`config.mk`:
```
export PLATFORM = sky130hd
export DESIGN_NAME = fitness_collector
export DESIGN_NICKNAME = d
export VERILOG_FILES = /design/src/rtl/ga_pkg.sv /design/src/rtl/pair_max.sv /design/src/rtl/fitness_collector.sv
export SDC_FILE = /design/constraint.sdc
export NUM_CORES = 1
export LEC_CHECK = 0
export ABC_AREA = 1
export BUFFER_PORTS_ARGS = -buffer_cell sky130_fd_sc_hd__buf_2
export CORE_AREA = 3 3 263 265
export DETAILED_ROUTE_END_ITERATION = 10
export DIE_AREA = 0 0 266 268
export PLACE_DENSITY = 0.58
export SETUP_SLACK_MARGIN = 0.4
export SLEW_MARGIN = 40
export SYNTH_ARGS = -nofsm -noshare
export SYNTH_HDL_FRONTEND = slang
export SYNTH_SLANG_ARGS = --single-unit
```
`constraint.sdc`:
```
create_clock -name clk -period 3.9 [get_ports clk]
set_input_delay 0.78 -clock clk [delete_from_list [all_inputs] [get_ports clk]]
set_output_delay 0.78 -clock clk [all_outputs]
set_load 0.01 [all_outputs]
```
`src/rtl/ga_pkg.sv`:
```
// rtl/ga_pkg.sv - shared types and constants for the GA fitness collection path
//
// Purpose: population geometry, fitness/chromosome types, the sentinel initial
// maximum used by the running-best search, and the collector state encoding.
// Ports: none (package).

package ga_pkg;

  localparam int POP_SIZE = 16;
  localparam int FIT_W    = 27;
  localparam int CHROM_W  = 8;
  localparam int IDX_W    = 8;

  localparam int SLOT_W   = $clog2(POP_SIZE);
  localparam int BEAT_W   = $clog2(POP_SIZE / 2);

  typedef logic signed [FIT_W-1:0] fitness_t;
  typedef logic [CHROM_W-1:0]      chrom_t;
  typedef logic [SLOT_W-1:0]       slot_t;

  // One above the most negative value, so the most negative fitness can
  // never displace the initial running best.
  localparam fitness_t FIT_INIT = 27'h400_0001;

  typedef enum logic [1:0] {
    IDLE,
    COLLECT,
    DONE
  } state_t;

  // A best-so-far candidate: fitness, slot index and chromosome travel together.
  typedef struct packed {
    fitness_t fit;
    slot_t    idx;
    chrom_t   chrom;
  } cand_t;

endpackage

```
`src/rtl/pair_max.sv`:
```
// rtl/pair_max.sv - two-way strict-greater maximum of fitness candidates
//
// Purpose: picks the candidate with the larger signed fitness; on a tie the
// first candidate is kept, so with a placed lower-index first the lowest
// index wins.
// Ports:
//   a   in  cand_t  first candidate (wins ties)
//   b   in  cand_t  second candidate (wins only when strictly greater)
//   win out cand_t  selected candidate

module pair_max
  import ga_pkg::*;
(
  input  cand_t a,
  input  cand_t b,
  output cand_t win
);

  assign win = (b.fit > a.fit) ? b : a;

endmodule

```
`src/rtl/fitness_collector.sv`:
```
// rtl/fitness_collector.sv - fills the population fitness buffer and tracks the running best
//
// Purpose: accepts two (chromosome, fitness) pairs per beat, writes them to a
// 16-entry registered buffer and maintains the running argmax so the best
// entry is ready in the same cycle the one-cycle done pulse is raised.
// Ports:
//   clk, reset            clock and synchronous active-high reset
//   start                 begin or restart collection of a generation
//   in_valid              fitness1/2, chrom1/2 valid this cycle
//   fitness1, chrom1      pair for even slot 2k
//   fitness2, chrom2      pair for odd slot 2k+1
//   ready                 high while collecting; beat accepted on in_valid && ready
//   fitness, chrom        registered population arrays
//   best_index            index of maximum fitness (zero-extended)
//   best_fitness          fitness at best_index
//   best_chrom            chromosome at best_index
//   done                  one-cycle pulse when results are final

module fitness_collector
  import ga_pkg::*;
(
  input  logic                clk,
  input  logic                reset,
  input  logic                start,
  input  logic                in_valid,
  input  fitness_t            fitness1,
  input  fitness_t            fitness2,
  input  chrom_t              chrom1,
  input  chrom_t              chrom2,
  output logic                ready,
  output fitness_t            fitness [POP_SIZE],
  output chrom_t              chrom [POP_SIZE],
  output logic [IDX_W-1:0]    best_index,
  output fitness_t            best_fitness,
  output chrom_t              best_chrom,
  output logic                done
);

  state_t              state;
  state_t              state_nx;
  logic [BEAT_W-1:0]   beat_cnt;
  cand_t               best_q;
  cand_t               cand_even;
  cand_t               cand_odd;
  cand_t               pair_win;
  cand_t               run_win;
  logic                accept;
  logic                restart;
  logic                last_beat;
  slot_t               slot_even;
  slot_t               slot_odd;

  localparam cand_t BEST_INIT = '{fit: FIT_INIT, idx: '0, chrom: '0};

  // A start while collecting wins over a simultaneous beat, which is dropped.
  assign restart   = start && (state == IDLE || state == COLLECT);
  assign accept    = (state == COLLECT) && in_valid && !start;
  assign last_beat = (beat_cnt == BEAT_W'(POP_SIZE / 2 - 1));

  assign slot_even = {beat_cnt, 1'b0};
  assign slot_odd  = {beat_cnt, 1'b1};

  assign cand_even = '{fit: fitness1, idx: slot_even, chrom: chrom1};
  assign cand_odd  = '{fit: fitness2, idx: slot_odd,  chrom: chrom2};

  // Even slot first so the lower index keeps a tie inside the pair.
  pair_max u_pair_max (
    .a   (cand_even),
    .b   (cand_odd),
    .win (pair_win)
  );

  // Running best first so an earlier (lower-index) entry keeps a tie.
  pair_max u_run_max (
    .a   (best_q),
    .b   (pair_win),
    .win (run_win)
  );

  always_ff @(posedge clk) begin
    if (reset) begin
      state <= IDLE;
    end else begin
      state <= state_nx;
    end
  end

  always_comb begin
    state_nx = state;
    case (state)
      IDLE:    if (start) state_nx = COLLECT;
      COLLECT: if (!start && accept && last_beat) state_nx = DONE;
      DONE:    state_nx = IDLE;
      default: state_nx = IDLE;
    endcase
  end

  always_ff @(posedge clk) begin
    if (reset) begin
      for (int i = 0; i < POP_SIZE; i++) begin
        fitness[i] <= '0;
        chrom[i]   <= '0;
      end
      beat_cnt <= '0;
      best_q   <= BEST_INIT;
    end else if (restart) begin
      // Array contents are left in place; the new generation overwrites them.
      beat_cnt <= '0;
      best_q   <= BEST_INIT;
    end else if (accept) begin
      fitness[slot_even] <= fitness1;
      fitness[slot_odd]  <= fitness2;
      chrom[slot_even]   <= chrom1;
      chrom[slot_odd]    <= chrom2;
      beat_cnt           <= beat_cnt + 1'b1;
      best_q             <= run_win;
    end
  end

  assign ready        = (state == COLLECT);
  assign done         = (state == DONE);
  assign best_index   = {{(IDX_W - SLOT_W){1'b0}}, best_q.idx};
  assign best_fitness = best_q.fit;
  assign best_chrom   = best_q.chrom;

endmodule

```
==> results by group <==
Routing
  • Routed len/inst: 21.8 um
  • Vias: 22100
  • Post-route ant nets: 0
  • Post-Route WL: 97500 um
  • Iteration-0 DRC Markers: 1981
  • Pre-antenna DRT Iters: 7
  • Drt drc: 0
  • Vias per std cell: 4.94

STA
  • Worst relative slew slack: 52.7%
  • Final period utilization: 94.0%
  • Final worst slack: 0.236 ns
  • Final setup viols: 0
  • Fmax: 273 MHz
  • Final min period: 3.66 ns
  • Fin. max-slew vios: 0
  • Worst Tran Pin Value: 0.710 ns
  • Final hold vios: 0
  • Clock Skew: 0.0173 ns
  • Hold slack: 0.465 ns
  • RSZ-0062 raised after global routing: yes

Outcome
  • Result of the run: finished, final reports clean

Synth
  • Yosys warns: 0
  • #FFs+latches synth: 604
  • Post-Synthesis Cells: 2862
  • Post-synth top area cell: dfxtp_1
  • Mapped Area: 0.0225 sq mm
  • Synth unique cells: 28
  • Share of the synthesized area in the top cell type: 53.9%
  • Synth Area per Inst: 7.85 sq um
  • Synth top area cells: dfxtp_1, o21ai_0, nor2_1, a21oi_1, ha_1
  • Sequential share of the synthesized area: 53.9%

Floorplanning
  • Die height: 268 um
  • Initial Util: 33.5%
  • Die area: 0.0713 sq mm
  • Row count: 95
  • Die extent in x: 266 um
  • Core box area: 0.0670 sq mm
  • Ports: 679

Setup path
  • Critical Path RT: 4.43 ns
  • Most frequent CP cell: nand2_2
  • Slowest stage delay, CP: 0.31 ns
  • Arr. time, crit path: 4.19 ns
  • CP Capture Type: flip-flop
  • Startpoint Class: input port
  • Reg2Reg Depth: 10
  • Worst-path fanout max: 8
  • Crit-path slowest cell: ha_1
  • Crit path kind: input port to flip-flop

Clocking
  • Max clock buf depth: 3
  • H-tree depth: 3
  • Hold buffer count at CTS: 0
  • CTS buffer count: 67
  • CTS tree: done
  • Worst-Skew Late Latency: 0.58 ns
  • CTS root buffer: clkbuf_16
  • Clock sinks: 604
  • Clock slew at reported path FFs: 0.06 ns

Finish
  • Share of layout cells above drive strength 1: 32.3%
  • Fill cells: 6594
  • Nets: 3673
  • Finished Layout Cells: 4468
  • Final Util: 46.6%
  • Area Growth Syn to Fin: 39.1%
  • Commonest non-fill, non-tap cells in the layout: nor2_1, buf_2, dfxtp_1
  • Most common cell after layout, fill and taps aside: nor2_1

Placement
  • Dpl cells: 4324
  • Hpwl dp: 66800 um
  • I/O Buffers: 674
  • Pre-CTS WS: -0.449 ns
  • RePlAce Congestion: 0.840

Power and ir drop
  • Leakage: 0.0155 uW
  • Cell Pwr Density: 450 mW/mm^2
  • Peak supply drop: 289 uV

Global route
  • Largest net degree at the start of global routing: 126
  • Grt total ovfl: 0
  • Global-route wire length before repair: 139000 um
  • Antenna violations before repair: 6
  • GRT Total Usage: 25.9%
  • Vias in the first global route: 20600

Job
  • Max_cap viols: 0

Hold path
  • Hold path cells: 2
  • Hold Path Class: input port to flip-flop
## cell type report
cell class,instances,area [sq um],area share (%)
inverter,135,729,2.33
antenna,2,5.00,0.0160
timing repair buffer,849,5170,16.6
sequential,604,12100,38.7
clock inverter,29,347,1.11
clock buffer,90,1870,6.00
multi-input combinational,1886,9930,31.8
tap,873,1090,3.50
## final timing paths
path | slack [ns] | end | from
setup / recovery | 0.24 | best_fitness[6] | fitness1[17]
hold / removal | 0.46 | state[0] | reset
setup reg to reg | 1.46 | fitness[256] | state[1]
hold reg to reg | 0.47 | best_index[3] | best_index[3]
## state kept, by name, summed over array words and instances (netlist names)
signal	count
chrom	128
best_index	4
beat_cnt	3
best_chrom	8
fitness	432
best_fitness	27
state	2
## per-stage QoR
step | instance area (sq um) | power [uW] | setup TNS [ns]
CTS | 30700 | 14100 | 0
finish | 31200 | 14100 | 0
floorplan | 23100 | 6970 | 0
global placement | 27800 | 7510 | -13.88
global route | 31200 | 14600 | 0
detailed placement | 27900 | 7510 | -16.16
## layer usage
layer  up-vias  wire length (um)  track usage, %
met3       172              8010            6.69
li1      10700                 -               -
met5         -                13               0
met2       914             46100            43.4
met1     10200             39600            32.2
met4         2              3750            9.75
## logic make-up after synthesis
logic type / Yosys count / synth area share [%]
AND/OR/NAND/NOR: 960 / 16.9
adder cells (fa/ha/maj): 56 / 3.12
flip-flops: 604 / 53.9
other: 1 / 0.0167
AO/OA/AOI/OAI: 866 / 19.4
buffers and inverters: 375 / 6.78
## critical path: cells and delay by family
| family | cells | cell delay, ns |
|---|---|---|
| buf+inv | 8 | 0.87 |
| fa+ha+maj | 2 | 0.58 |
| simple gates | 17 | 1.53 |
| compound gates | 3 | 0.45 |
## Yosys cell counts
master / instances
and2_1: 2
nand2_4: 2
nand3_1: 81
inv_1: 102
buf_1: 40
dfxtp_1: 604
conb_1: 1
a31oi_1: 1
clkbuf_1: 152
ha_1: 56
nand3_2: 2
buf_6: 6
clkbuf_2: 8
a21oi_1: 294
a21o_1: 4
nor2_1: 678
o21ai_0: 565
nor3b_1: 1
nor3_1: 6
o21a_1: 2
clkinv_1: 27
nor2_2: 9
nand4_1: 3
buf_4: 7
buf_2: 27
inv_2: 6
nor3_2: 1
nand2_1: 175
## what timing repair did
item | 4_1_cts | 5_1_grt
setup endpoints to repair | 39 | 39
pin swaps | 22 | 44
buffers inserted | 10 | 6
resized for setup | 109 | 87
cloned | 5 | 2
## where the power goes
part           leakage [uW]  switching [uW]  internal (uW)  total, uW
Combinational       0.00950             854            549       1400
Sequential          0.00487            22.8           6210       6240
Clock               0.00109            2670           3750       6420
Note: power is estimated with default switching activity, not from simulation.
